[config.mk]
export PLATFORM = sky130hd
export DESIGN_NAME = ts_packet_aligner_flat
export DESIGN_NICKNAME = d
export VERILOG_FILES = /design/src/rtl/ts_pkg.sv /design/src/rtl/ts_packet_aligner_if.sv /design/src/rtl/ts_sat_counter.sv /design/src/rtl/ts_packet_aligner.sv /design/src/flat_wrapper.sv
export SDC_FILE = /design/constraint.sdc
export NUM_CORES = 1
export LEC_CHECK = 0
export CAP_MARGIN = 40
export CORE_MARGIN = 10
export CORE_UTILIZATION = 63
export DETAILED_ROUTE_END_ITERATION = 10
export DONT_BUFFER_PORTS = 1
export PLACE_DENSITY = 0.79
export SYNTH_ARGS = -nofsm -noshare
export SYNTH_HDL_FRONTEND = slang
export SYNTH_SLANG_ARGS = --single-unit
[constraint.sdc]
create_clock -name TS_CLOCK_IN -period 3.3 [get_ports TS_CLOCK_IN]
set_input_delay 0.495 -clock TS_CLOCK_IN [delete_from_list [all_inputs] [get_ports TS_CLOCK_IN]]
set_output_delay 0.495 -clock TS_CLOCK_IN [all_outputs]
set_load 0.05 [all_outputs]
[src/rtl/ts_pkg.sv]
// Shared constants and state encoding for the TS recorder input path.
package ts_pkg;

    localparam logic [7:0] TS_SYNC_BYTE = 8'h47;
    localparam int         TS_PKT_LEN   = 188;

    typedef enum logic [1:0] {
        HUNT   = 2'b00,
        VERIFY = 2'b01,
        LOCK   = 2'b10
    } ts_state_e;

endpackage

[src/rtl/ts_packet_aligner_if.sv]
// Byte-stream bundle between the TS input pins, the aligner and its consumer.
interface ts_packet_aligner_if;

    logic        TS_VALID_IN;
    logic        TS_SYNC_IN;
    logic [7:0]  TS_DATA_IN;
    logic        TS_VALID_OUT;
    logic        TS_SYNC_OUT;
    logic [7:0]  TS_DATA_OUT;
    logic        LOCKED;
    logic [15:0] PKT_COUNT;
    logic [15:0] ERR_COUNT;

    modport master (
        output TS_VALID_IN, TS_SYNC_IN, TS_DATA_IN,
        input  TS_VALID_OUT, TS_SYNC_OUT, TS_DATA_OUT, LOCKED, PKT_COUNT, ERR_COUNT
    );

    modport slave (
        input  TS_VALID_IN, TS_SYNC_IN, TS_DATA_IN,
        output TS_VALID_OUT, TS_SYNC_OUT, TS_DATA_OUT, LOCKED, PKT_COUNT, ERR_COUNT
    );

endinterface

[src/rtl/ts_sat_counter.sv]
// Saturating event counter used for status statistics; sticks at all-ones.
module ts_sat_counter #(
    parameter int WIDTH = 16
) (
    input  logic             clk,
    input  logic             rst,
    input  logic             clear,
    input  logic             inc,
    output logic [WIDTH-1:0] count
);

    localparam logic [WIDTH-1:0] CNT_MAX = {WIDTH{1'b1}};

    logic [WIDTH-1:0] count_r;

    // Counter register: reset/clear to zero, increment until saturated.
    always_ff @(posedge clk) begin
        if (rst) begin
            count_r <= {WIDTH{1'b0}};
        end else if (clear) begin
            count_r <= {WIDTH{1'b0}};
        end else if (inc && (count_r != CNT_MAX)) begin
            count_r <= count_r + WIDTH'(1);
        end else begin
            count_r <= count_r;
        end
    end

    assign count = count_r;

endmodule

[src/rtl/ts_packet_aligner.sv]
// Finds MPEG-TS packet boundaries from the sync byte and forwards only aligned
// packets, with a regenerated SYNC flag, once lock is established.
module ts_packet_aligner
    import ts_pkg::*;
#(
    parameter int         PKT_LEN      = TS_PKT_LEN,
    parameter logic [7:0] SYNC_BYTE    = TS_SYNC_BYTE,
    parameter int         LOCK_COUNT   = 3,
    parameter int         UNLOCK_COUNT = 3
) (
    input  logic               TS_CLOCK_IN,
    input  logic               TS_RESET,
    ts_packet_aligner_if.slave ts
);

    localparam int POS_W  = $clog2(PKT_LEN);
    localparam int HITS_W = $clog2(LOCK_COUNT + 1);
    localparam int MISS_W = $clog2(UNLOCK_COUNT + 1);
    localparam logic [POS_W-1:0]  POS_LAST    = POS_W'(PKT_LEN - 1);
    localparam logic [HITS_W-1:0] HITS_TARGET = HITS_W'(LOCK_COUNT);
    localparam logic [MISS_W-1:0] MISS_TARGET = MISS_W'(UNLOCK_COUNT);

    ts_state_e         state_r;
    ts_state_e         state_nxt_s;
    logic [POS_W-1:0]  pos_r;
    logic [POS_W-1:0]  pos_nxt_s;
    logic [POS_W-1:0]  pos_inc_s;
    logic [HITS_W-1:0] hits_r;
    logic [HITS_W-1:0] hits_nxt_s;
    logic [HITS_W-1:0] hits_inc_s;
    logic [MISS_W-1:0] misses_r;
    logic [MISS_W-1:0] misses_nxt_s;
    logic [MISS_W-1:0] misses_inc_s;

    logic              valid_out_r;
    logic              sync_out_r;
    logic [7:0]        data_out_r;
    logic              locked_r;
    logic [15:0]       pkt_count_r;
    logic              valid_out_nxt_s;
    logic              sync_out_nxt_s;
    logic [7:0]        data_out_nxt_s;
    logic              pkt_inc_s;
    logic              err_inc_s;
    logic [15:0]       err_count_s;

    logic              at_sync_s;
    logic              sync_hit_s;
    logic              unused_sync_hint_s;

    // The upstream sync hint is deliberately not trusted for alignment.
    assign unused_sync_hint_s = ts.TS_SYNC_IN;

    assign at_sync_s    = (pos_r == {POS_W{1'b0}});
    assign sync_hit_s   = (ts.TS_DATA_IN == SYNC_BYTE);
    assign pos_inc_s    = (pos_r == POS_LAST) ? {POS_W{1'b0}} : (pos_r + POS_W'(1));
    assign hits_inc_s   = hits_r + HITS_W'(1);
    assign misses_inc_s = misses_r + MISS_W'(1);

    // Next-state, position/hit/miss bookkeeping and next output values.
    always_comb begin
        state_nxt_s     = state_r;
        pos_nxt_s       = pos_r;
        hits_nxt_s      = hits_r;
        misses_nxt_s    = misses_r;
        valid_out_nxt_s = 1'b0;
        sync_out_nxt_s  = 1'b0;
        data_out_nxt_s  = 8'h00;
        pkt_inc_s       = 1'b0;
        err_inc_s       = 1'b0;
        if (ts.TS_VALID_IN) begin
            pos_nxt_s = pos_inc_s;
            case (state_r)
                HUNT: begin
                    if (sync_hit_s) begin
                        state_nxt_s = VERIFY;
                        hits_nxt_s  = HITS_W'(1);
                        pos_nxt_s   = POS_W'(1);
                    end else begin
                        pos_nxt_s   = {POS_W{1'b0}};
                    end
                end
                VERIFY: begin
                    if (at_sync_s && sync_hit_s) begin
                        hits_nxt_s = hits_inc_s;
                        if (hits_inc_s == HITS_TARGET) begin
                            state_nxt_s     = LOCK;
                            misses_nxt_s    = {MISS_W{1'b0}};
                            valid_out_nxt_s = 1'b1;
                            sync_out_nxt_s  = 1'b1;
                            data_out_nxt_s  = ts.TS_DATA_IN;
                            pkt_inc_s       = 1'b1;
                        end else begin
                            state_nxt_s     = VERIFY;
                        end
                    end else if (at_sync_s) begin
                        // The failing byte is not reconsidered as a new candidate.
                        state_nxt_s = HUNT;
                        hits_nxt_s  = {HITS_W{1'b0}};
                    end else begin
                        state_nxt_s = VERIFY;
                    end
                end
                LOCK: begin
                    valid_out_nxt_s = 1'b1;
                    sync_out_nxt_s  = at_sync_s;
                    data_out_nxt_s  = ts.TS_DATA_IN;
                    pkt_inc_s       = at_sync_s;
                    if (at_sync_s && sync_hit_s) begin
                        misses_nxt_s = {MISS_W{1'b0}};
                    end else if (at_sync_s) begin
                        misses_nxt_s = misses_inc_s;
                        err_inc_s    = 1'b1;
                        if (misses_inc_s == MISS_TARGET) begin
                            // Truncate: the unlocking byte is already withheld.
                            state_nxt_s     = HUNT;
                            hits_nxt_s      = {HITS_W{1'b0}};
                            misses_nxt_s    = {MISS_W{1'b0}};
                            valid_out_nxt_s = 1'b0;
                            sync_out_nxt_s  = 1'b0;
                            data_out_nxt_s  = 8'h00;
                            pkt_inc_s       = 1'b0;
                        end else begin
                            state_nxt_s     = LOCK;
                        end
                    end else begin
                        state_nxt_s = LOCK;
                    end
                end
                default: begin
                    state_nxt_s  = HUNT;
                    pos_nxt_s    = {POS_W{1'b0}};
                    hits_nxt_s   = {HITS_W{1'b0}};
                    misses_nxt_s = {MISS_W{1'b0}};
                end
            endcase
        end else begin
            state_nxt_s = state_r;
        end
    end

    // State, counters and registered outputs; reset wins over everything.
    always_ff @(posedge TS_CLOCK_IN) begin
        if (TS_RESET) begin
            state_r     <= HUNT;
            pos_r       <= {POS_W{1'b0}};
            hits_r      <= {HITS_W{1'b0}};
            misses_r    <= {MISS_W{1'b0}};
            valid_out_r <= 1'b0;
            sync_out_r  <= 1'b0;
            data_out_r  <= 8'h00;
            locked_r    <= 1'b0;
            pkt_count_r <= 16'h0000;
        end else begin
            state_r     <= state_nxt_s;
            pos_r       <= pos_nxt_s;
            hits_r      <= hits_nxt_s;
            misses_r    <= misses_nxt_s;
            valid_out_r <= valid_out_nxt_s;
            sync_out_r  <= sync_out_nxt_s;
            data_out_r  <= data_out_nxt_s;
            locked_r    <= (state_nxt_s == LOCK);
            pkt_count_r <= pkt_inc_s ? (pkt_count_r + 16'h0001) : pkt_count_r;
        end
    end

    ts_sat_counter #(
        .WIDTH (16)
    ) u_err_count (
        .clk   (TS_CLOCK_IN),
        .rst   (TS_RESET),
        .clear (1'b0),
        .inc   (err_inc_s),
        .count (err_count_s)
    );

    assign ts.TS_VALID_OUT = valid_out_r;
    assign ts.TS_SYNC_OUT  = sync_out_r;
    assign ts.TS_DATA_OUT  = data_out_r;
    assign ts.LOCKED       = locked_r;
    assign ts.PKT_COUNT    = pkt_count_r;
    assign ts.ERR_COUNT    = err_count_s;

endmodule

[src/flat_wrapper.sv]
// flat-port wrapper written by rule: the top's interface ports become plain ports
module ts_packet_aligner_flat import ts_pkg::*;
#(
    parameter int         PKT_LEN      = TS_PKT_LEN,
    parameter logic [7:0] SYNC_BYTE    = TS_SYNC_BYTE,
    parameter int         LOCK_COUNT   = 3,
    parameter int         UNLOCK_COUNT = 3
)
  (TS_CLOCK_IN, TS_RESET, ts_TS_VALID_IN, ts_TS_SYNC_IN, ts_TS_DATA_IN, ts_TS_VALID_OUT, ts_TS_SYNC_OUT, ts_TS_DATA_OUT, ts_LOCKED, ts_PKT_COUNT, ts_ERR_COUNT);
  ts_packet_aligner_if ts_i ();
  input  logic TS_CLOCK_IN;
  input  logic TS_RESET;
  input wire logic [$bits(ts_i.TS_VALID_IN)-1:0] ts_TS_VALID_IN;
  input wire logic [$bits(ts_i.TS_SYNC_IN)-1:0] ts_TS_SYNC_IN;
  input wire logic [$bits(ts_i.TS_DATA_IN)-1:0] ts_TS_DATA_IN;
  output wire logic [$bits(ts_i.TS_VALID_OUT)-1:0] ts_TS_VALID_OUT;
  output wire logic [$bits(ts_i.TS_SYNC_OUT)-1:0] ts_TS_SYNC_OUT;
  output wire logic [$bits(ts_i.TS_DATA_OUT)-1:0] ts_TS_DATA_OUT;
  output wire logic [$bits(ts_i.LOCKED)-1:0] ts_LOCKED;
  output wire logic [$bits(ts_i.PKT_COUNT)-1:0] ts_PKT_COUNT;
  output wire logic [$bits(ts_i.ERR_COUNT)-1:0] ts_ERR_COUNT;
  assign ts_i.TS_VALID_IN = ts_TS_VALID_IN;
  assign ts_i.TS_SYNC_IN = ts_TS_SYNC_IN;
  assign ts_i.TS_DATA_IN = ts_TS_DATA_IN;
  assign ts_TS_VALID_OUT = ts_i.TS_VALID_OUT;
  assign ts_TS_SYNC_OUT = ts_i.TS_SYNC_OUT;
  assign ts_TS_DATA_OUT = ts_i.TS_DATA_OUT;
  assign ts_LOCKED = ts_i.LOCKED;
  assign ts_PKT_COUNT = ts_i.PKT_COUNT;
  assign ts_ERR_COUNT = ts_i.ERR_COUNT;
  ts_packet_aligner #(.PKT_LEN(PKT_LEN), .SYNC_BYTE(SYNC_BYTE), .LOCK_COUNT(LOCK_COUNT), .UNLOCK_COUNT(UNLOCK_COUNT)) u_core (.TS_CLOCK_IN(TS_CLOCK_IN), .TS_RESET(TS_RESET), .ts(ts_i));
endmodule
### Word-level counts from Yosys, hierarchy flattened

Index checks and enable logic that the tools add are counted.

| word-level totals | value |
|---|---|
| word-level logic and storage cells | 86 |
| input bits | 12 |
| register bits after elaboration | 57 |

| cells by class | value |
|---|---|
| bitwise gates (word level) | 2 |
| $add $sub $neg | 5 |
| equal/unequal tests | 16 |
| mux-type cells | 45 |
| reductions and logical operators | 8 |

Operators by type and width:

| operator | count |
|---|---|
| 2-to-1 mux 8 bit | 6 |
| 2-to-1 mux 2 bit | 18 |
| adder 16 x 1 -> 16 bit, second input constant | 2 |
| one-hot mux 8 bit (2 select lines) | 2 |
| one-hot mux 2 bit (3 select lines) | 3 |
| != test 16 bit, second input constant | 1 |
| 2-to-1 mux 1 bit | 14 |
| != test 2 x 1 -> 1 bit, second input constant | 5 |
| adder 8 x 1 -> 8 bit, second input constant | 1 |
| equality test 2 bit, second input constant | 4 |
| equality test 8 x 7 -> 1 bit, second input constant | 1 |
| equality test 8 bit, second input constant | 1 |
| zero test 8 bit | 1 |
| != test 3 x 1 -> 1 bit, second input constant | 2 |
| AND reduction 6 bit | 1 |
| AND reduction 5 bit | 1 |
| adder 2 x 1 -> 2 bit, second input constant | 2 |
| one-hot mux 1 bit (2 select lines) | 2 |
| OR reduction 2 bit | 2 |
| equality test 2 x 1 -> 1 bit, second input constant | 1 |
| logical AND 1 bit | 2 |
| zero test 2 bit | 1 |
| != test 2 bit, second input constant | 1 |
| inverter 1 bit | 2 |

### Longest topological paths before layout

Gate-level depths: netlist (run 1).

| logic depth | value |
|---|---|
| word-level depth | 8 |
| mapped depth | 10 |
| gate-level depth less buffers | 7 |

### Cells and area by module

Synthesis (run 1) repeated with hierarchy kept, for this count alone.

| second synthesis, totals | value |
|---|---|
| cell total of the unflattened synthesis | 346 |
| area, all modules | 3,090.5 um2 |

Modules (own cells, without submodules):

| module | sequential area each (um2) | instances | cells an instance | area each (um2) |
|---|---|---|---|---|
| ts_packet_aligner | 820.8 | 1 | 244 | 2,173.3 |
| ts_sat_counter | 320.3 | 1 | 102 | 917.1 |

### Worst setup path after synthesis (run 1)

No wires, ideal clock.

| timing path | value |
|---|---|
| path type | register to register |
| start | register u_core.pos_r[0] |
| end | register u_core.pkt_count_r[12] (netlist: u_core.ts.PKT_COUNT[12]) |
| slack | 0.733 ns |
| clock period less this slack | 2.567 ns |
| path buffers | 0 |
| cell stages (with the launch flop) | 8 |
| data required time | 3.230 ns |
| setup time | 0.070 ns |
| arrival | 2.497 ns |
| cell sequence | dfxtp_1 -> inv_1 -> ha_1 -> or4b_4 -> or4_4 -> or4_4 -> or3_1 -> a21oi_1 |

| on the way | value |
|---|---|
| cells in the longest elaborated chain, start to end | 5 |
| elaborated cells on any way between the ends | 7 |
| those cells by class | mux (5); reduce/logical (2) |

RTL lines:

| what | RTL line | text |
|---|---|---|
| start, declared | ts_packet_aligner.sv:25 | `logic [POS_W-1:0] pos_r;` |
| start signal, assigned | ts_packet_aligner.sv:146 | `pos_r <= {POS_W{1'b0}};` |
| start signal, assigned | ts_packet_aligner.sv:156 | `pos_r <= pos_nxt_s;` |
| zero test 8 bit (*) | ts_packet_aligner.sv:54 | `assign at_sync_s = (pos_r == {POS_W{1'b0}});` |
| 2-to-1 mux 1 bit or logical AND 1 bit (tied branches) | ts_packet_aligner.sv:111, ts_packet_aligner.sv:84, ts_packet_aligner.sv:109 |  |
| 2-to-1 mux 1 bit (on tied branches) | ts_packet_aligner.sv:109, ts_packet_aligner.sv:84 |  |
| one-hot mux 1 bit (2 select lines) (*) | ts_packet_aligner.sv:73 | `case (state_r)` |
| 2-to-1 mux 1 bit (*) | ts_packet_aligner.sv:71 | `if (ts.TS_VALID_IN) begin` |
| end signal, assigned | ts_packet_aligner.sv:163 | `pkt_count_r <= pkt_inc_s ? (pkt_count_r + 16'h0001) : pkt_count_r;` |
| end, declared | ts_packet_aligner.sv:39 | `logic [15:0] pkt_count_r;` |

Mark *: on every way between the ends. The rest lies on a longest branch, timed or not.
A chain may end at the register's enable or synchronous reset.

### Worst setup path after layout (run 1)

Ends and elaborated chain as after synthesis.

==> out/summary.txt, run 1 <==
status -> completed
remaining global-route overflow -> 0
Area contributors post-synth -> dfxtp_1 41%, xnor2_1 7.5%, nor2_1 6.4%
First-pass DRT Iterations -> 5
Post-synth ARST share -> 0%
synthesized area per cell -> 8.43 um2
Least-Margin Pin Slew -> 685 ps
largest net degree at the start of global routing -> 44
DRT Wirelength -> 6340 um
Synth Flop Type -> dfxtp_1
First DRT Iteration DRCs -> 125
R2R Setup Slk -> 430 ps
Max FO, Critical Path -> 13
Final min period -> 2870 ps
synthesized flop and latch total -> 57
Worst-Skew Late Latency -> 340 ps
fmax -> 349 MHz
Inserted Clock Buffers -> 9
Yosys Warn Count -> 0
GRT Total Usage -> 16.8%
Filler cells -> 369
worst setup margin -> 435 ps
via count -> 2460
diode count -> 0
RSZ-0062 raised after global routing -> false
H-tree levels -> 3
Leak -> 0.00108 uW
share of layout cells above drive strength 1 -> 11.1%
P&R area growth vs syn -> 11.6%
Max Cap Viol -> 0
crit end category -> register
Finish-stage setup viols -> 0
Clock Tree Root -> clkbuf_8
Seq/Total Area, Yosys -> 40.5%
CTS Buffer Depth -> 2
Final Cycle Share -> 86.8%
Power Density -> 427 nW/um2
Hold Crit Class -> in -> reg
post-CTS setup buffers -> 0
routability congestion estimate -> 0.904
TritonCTS clock tree -> built
CTS Sinks -> 57
via density per instance -> 6.09
Die Height -> 86.9 um
Post-Synthesis Cell Area -> 2820 um2
global-route wire length before repair -> 10500 um
WL per Instance -> 15.7 um
Die ar. -> 7540 um2
Core ar. -> 4350 um2
Gate Count Post-Synth -> 334
Post-CTS Hold Buffers -> 0
Final Max Slew Viols -> 0
Worst Skew -> 5.34 ps
DR DRC count -> 0
Critical Path RT -> 3570 ps
VDD IR max -> 298 uV
setup TNS -> 0 ps
Post-synth EDFFs -> 0
row count -> 24
WS Path Type -> reg -> reg
CP startpoint kind -> register
dominant cell type by area after synthesis -> dfxtp_1
antenna-violating nets left -> 0
post_cts resized -> 0
starting density of the core -> 64.7%
Worst slew margin -> 54.3%
syn_nets -> 355
Post-DP HPWL -> 4570 um
Ports -> 55
CP Data Arrival Time -> 3130 ps
vias in the first global route -> 2273
# port buffers -> 0
Yosys cell types -> 54
NumNets Final -> 368
dpl ws -> 470 ps
sequential cell area -> 1140 um2
initial antenna violation count -> 0
die width -> 86.9 um
clock transition at the registers of the reported paths -> 60 ps
final hold violations -> 0
footprint of the multi-input gates -> 1570 um2
Synth top area share -> 40.5%
-- state kept, by name (all words and copies together), names as in the netlist --
register	cells
u_core.pos_r	8
u_core.u_err_count.count	16
u_core.state_r	2
u_core.ts.TS_DATA_OUT	8
u_core.ts.TS_VALID_OUT	1
u_core.misses_r	2
u_core.ts.LOCKED	1
u_core.ts.PKT_COUNT	16
u_core.hits_r	2
u_core.ts.TS_SYNC_OUT	1
-- critical path, cell delays in order, from the launching register on --
cell and delay (ps):
dfxtp_1 360, inv_1 70, ha_1 140, or4b_4 480, or4_4 660, or4_4 550, or3_1 380, a21oi_1 150
-- worst paths after layout --
kind,endpoint,cells after the start,start
worst min register to register,u_core.misses_r[1],2,u_core.misses_r[1]
worst max-delay path,u_core.ts.PKT_COUNT[12],7,u_core.pos_r[0]
worst max register to register,u_core.ts.PKT_COUNT[12],7,u_core.pos_r[0]
worst min-delay path,u_core.pos_r[6],1,TS_RESET
-- final cells by class --
class                      instances  share of cell area [%]
clock inverter                     3                    1.27
sequential                        57                    36.3
inverter                          13                    1.55
timing repair buffer              17                    4.06
multi-input combinational        249                    50.0
tap                               52                    2.07
clock buffer                      13                    4.74
-- report_power, final --
group / leakage (uW) / internal (uW) / switching [uW] / total (uW)
clock: 0.0000974 / 368 / 266 / 634
sequential: 0.000459 / 689 / 1.02 / 690
combinational: 0.000528 / 6.85 / 9.71 / 16.6
total: 0.00108 / 1060 / 277 / 1340
-- cells by family after synthesis --
group	after synthesis	share of synthesized area [%]
buffers and inverters	28	3.73
muxes	2	0.755
xor gates and xnor gates	30	9.33
DFF	57	40.5
adders and majority gates	9	4.00
AOI/OAI and AO/OA	46	11.2
and+or+nand+nor	162	30.4
-- layout by cell type, fill, tap and decap left out, types with 4 or more instances in the layout --
master and instances:
a21oi_1 11, and2_1 11, and4_1 4, buf_4 17
clkbuf_8 10, dfxtp_1 57, ha_1 9, inv_1 13
nand2_1 25, nand3_1 11, nand4_1 15, nor2_1 48
nor3_1 10, nor4_1 12, o21ai_0 10, or3_1 5
xnor2_1 24, xor2_1 6
-- metal layers --
layer | part of all wire, % | GRT usage, % | vias up
li1 | - | - | 1224
met1 | 42 | 19.5 | 1148
met2 | 48 | 26.6 | 84
met3 | 9.3 | 6.37 | 4
met4 | 0.65 | 7.81 | 0
met5 | 0 | 0 | -
-- through the flow --
stage / hold WS, ps / utilization (%) / cells / power, uW / area, um2
final: 228 / 72.2 / 404 / 1340 / 3140
after global routing: 217 / 72.2 / 404 / 1380 / 3140
after CTS: 218 / 72.2 / 404 / 1350 / 3140
after detailed placement: 472 / 67.8 / 388 / 721 / 2950
after global placement: 461 / 67.8 / 388 / 721 / 2950
after floorplan: 444 / - / 334 / 726 / 2820
-- synth_stat cells (2+ instances only) --
master	n
dfxtp_1	57
nor2_1	48
nand2_1	25
xnor2_1	24
nand4_1	15
clkbuf_1	14
inv_1	13
nor4_1	12
a21oi_1	11
and2_1	11
nand3_1	11
nor3_1	10
o21ai_0	10
ha_1	9
xor2_1	6
or3_1	5
and4_1	4
a31oi_1	3
and3_1	3
nor4b_1	3
a21boi_0	2
a31o_2	2
nand4b_1	2
nor2b_1	2
nor3b_1	2
or4_4	2
No activity file was read; power rests on OpenSTA's default activity.
==> run 2, diff against run 1 <==
ABC_AREA = 1   (was unset)
CELL_PAD_IN_SITES_DETAIL_PLACEMENT = 1   (was unset)
CELL_PAD_IN_SITES_GLOBAL_PLACEMENT = 1   (was unset)
CORE_UTILIZATION = 45   (was 63)
PLACE_DENSITY = unset   (was 0.79)
PLACE_DENSITY_LB_ADDON = 0.1   (was unset)
==> run 2 against run 1 <==
  * Combinational power rose by 24%
  * Largest power group unchanged
  * First-iteration DRC count shrank 32%
  * Via count is 25% higher
  * Critical endpoint is now u_core.u_err_count.count[13]
  * Clock skew rose by 4.9 ps
  * Total power down 5.9%
==> out/summary.txt, run 2 <==
Gate Count Post-Synth -> 475 (+42%)
syn_nets -> 496 (+40%)
Post-DP HPWL -> 6590 um (+44%)
most common cell after layout, fill and taps aside -> nand2_1
post_cts resized -> 0 (unchanged)
global-route wire length before repair -> 15300 um (+45%)
Yosys Warn Count -> 0 (unchanged)
RSZ-0062 raised after global routing -> false
CP startpoint kind -> register
Post-synth EDFFs -> 0 (unchanged)
initial antenna violation count -> 0 (unchanged)
share of layout cells above drive strength 1 -> 7.28% (-3.8 points)
First-pass DRT Iterations -> 7 (+2)
Core ar. -> 6830 um2 (+57%)
Post-Synthesis Cell Area -> 3180 um2 (+13%)
dpl ws -> 1030 ps (+560 ps)
Clock Tree Root -> clkbuf_8
clock transition at the registers of the reported paths -> 70 ps (about the same)
GRT Total Usage -> 16.7% (-0.049 points)
CTS Sinks -> 57 (unchanged)
antenna-violating nets left -> 0 (unchanged)
Final min period -> 2240 ps (-626 ps)
worst setup margin -> 1060 ps (+626 ps)
CTS Buffer Depth -> 2 (unchanged)
starting density of the core -> 46.5% (-18 points)
Die Height -> 104 um (+20%)
Inserted Clock Buffers -> 9 (unchanged)
crit path from -> u_core.u_err_count.count[0]
CP Data Arrival Time -> 2460 ps (-670 ps)
most frequent cells in the layout -> 117 x nand2_1, 81 x nor2_1, 57 x dfxtp_1
remaining global-route overflow -> 0 (unchanged)
commonest cells in the netlist -> 117 x nand2_1, 81 x nor2_1, 57 x dfxtp_1
Seq/Total Area, Yosys -> 35.9% (-4.6 points)
via count -> 3082 (+25%)
Hold Crit Class -> in -> reg
footprint of the multi-input gates -> 1770 um2 (+13%)
H-tree levels -> 3 (unchanged)
WS Path Type -> reg -> reg
Final Max Slew Viols -> 0 (unchanged)
synthesized flop and latch total -> 57 (unchanged)
First DRT Iteration DRCs -> 85 (-32%)
Synth Flop Type -> dfxtp_1
Worst slew margin -> 53.3% (-1.0 points)
row count -> 30 (+25%)
diode count -> 0 (unchanged)
final hold violations -> 0 (unchanged)
Max FO, Critical Path -> 9 (-4)
r2r startpoint -> u_core.u_err_count.count[0]
crit end category -> register
Area contributors post-synth -> dfxtp_1 36%, nand2_1 14%, nor2_1 9.6%
largest net degree at the start of global routing -> 29 (-34%)
routability congestion estimate -> 0.831 (-8.1%)
setup TNS -> 0 ps (unchanged)
Filler cells -> 941 (+160%)
Max Cap Viol -> 0 (unchanged)
WL per Instance -> 15.8 um (+0.48%)
Worst Skew -> 10.2 ps (+4.87 ps)
TritonCTS clock tree -> built
VDD IR max -> 236 uV (-21%)
sequential cell area -> 1140 um2 (unchanged)
synthesized area per cell -> 6.69 um2 (-21%)
status -> completed
Die ar. -> 10800 um2 (+44%)
Critical Path RT -> 3520 ps (-50 ps)
# port buffers -> 0 (unchanged)
die width -> 104 um (+20%)
DR DRC count -> 0 (unchanged)
post-CTS setup buffers -> 0 (unchanged)
most frequent cell after synthesis -> nand2_1
vias in the first global route -> 3202 (+41%)
Post-synth ARST share -> 0% (unchanged)
P&R area growth vs syn -> 6.65%
DRT Wirelength -> 9100 um (+44%)
dominant cell type by area after synthesis -> dfxtp_1
NumNets Final -> 497 (+35%)
Ports -> 55 (unchanged)
hold path start -> TS_RESET
Synth top area share -> 35.9% (-4.6 points)
Least-Margin Pin Slew -> 700 ps (+15.1 ps)
via density per instance -> 5.34 (-12%)
Finish-stage setup viols -> 0 (unchanged)
Final Cycle Share -> 67.9% (-19 points)
fmax -> 447 MHz (+28%)
Post-CTS Hold Buffers -> 0 (unchanged)
Power Density -> 372 nW/um2 (-13%)
Yosys cell types -> 35 (-35%)
Worst-Skew Late Latency -> 340 ps (about the same)
Leak -> 0.00128 uW (+18%)
## run 2: where the power goes
part	internal [uW]	switching [uW]
combinational	5.18	15.4
clock	268	284
sequential	688	0.132
## run 2: metrics by stage
step | power [uW] | hold WS, ps | utilization, % | cells | instance area (um2)
after CTS | 1270 | 204 | 49.6 | 577 | 3390
after global routing | 1310 | 198 | 49.6 | 577 | 3390
after floorplan | 728 | 449 | - | 475 | 3180
after global placement | 723 | 456 | 47.4 | 561 | 3240
final | 1260 | 213 | 49.6 | 577 | 3390
after detailed placement | 724 | 470 | 47.4 | 561 | 3240
## run 2: kinds of logic (layout without fill, tap and decap cells)
| kind of cell | after synthesis | count (layout) | synth area share (%) |
|---|---|---|---|
| and+or+nand+nor | 286 | 286 | 40.5 |
| buffers and inverters | 63 | 69 | 8.54 |
| DFF | 57 | 57 | 35.9 |
| AOI/OAI and AO/OA | 45 | 45 | 7.40 |
| xor gates and xnor gates | 15 | 15 | 4.13 |
| adders and majority gates | 9 | 9 | 3.54 |
## run 2: final timing paths
| check | end | slack [ps] | cells after the start |
|---|---|---|---|
| worst min register to register | u_core.pos_r[1] | 490 | 2 |
| worst max register to register | u_core.u_err_count.count[13] | 1060 | 8 |
| worst min-delay path | u_core.ts.PKT_COUNT[10] | 210 | 1 |
| worst max-delay path | u_core.u_err_count.count[13] | 1060 | 8 |
## run 2: cell type report
type / instances / area share [%]
Tap cell: 96 / 3.54
Clock inverter: 4 / 0.590
Sequential cell: 57 / 33.7
Timing Repair Buffer: 2 / 0.443
Multi-Input combinational cell: 355 / 52.1
Inverter: 51 / 5.68
Clock buffer: 12 / 3.99
## run 2: worst max-delay path: stages, from the launching register on
cell and delay [ps]:
dfxtp_1 690, ha_1 340, nand3_1 150, nor3_1 280, nand3_1 150, nand2_2 200
clkinv_2 160, nand2_1 90, a21oi_1 60
## run 2: layer usage
layer	part of all wire, %	global-route usage (%)	routed length (um)
met5	0	0	0
met4	1.0	5.17	91
met2	50	29.0	4530
met1	42	17.9	3800
met3	7.4	7.25	675
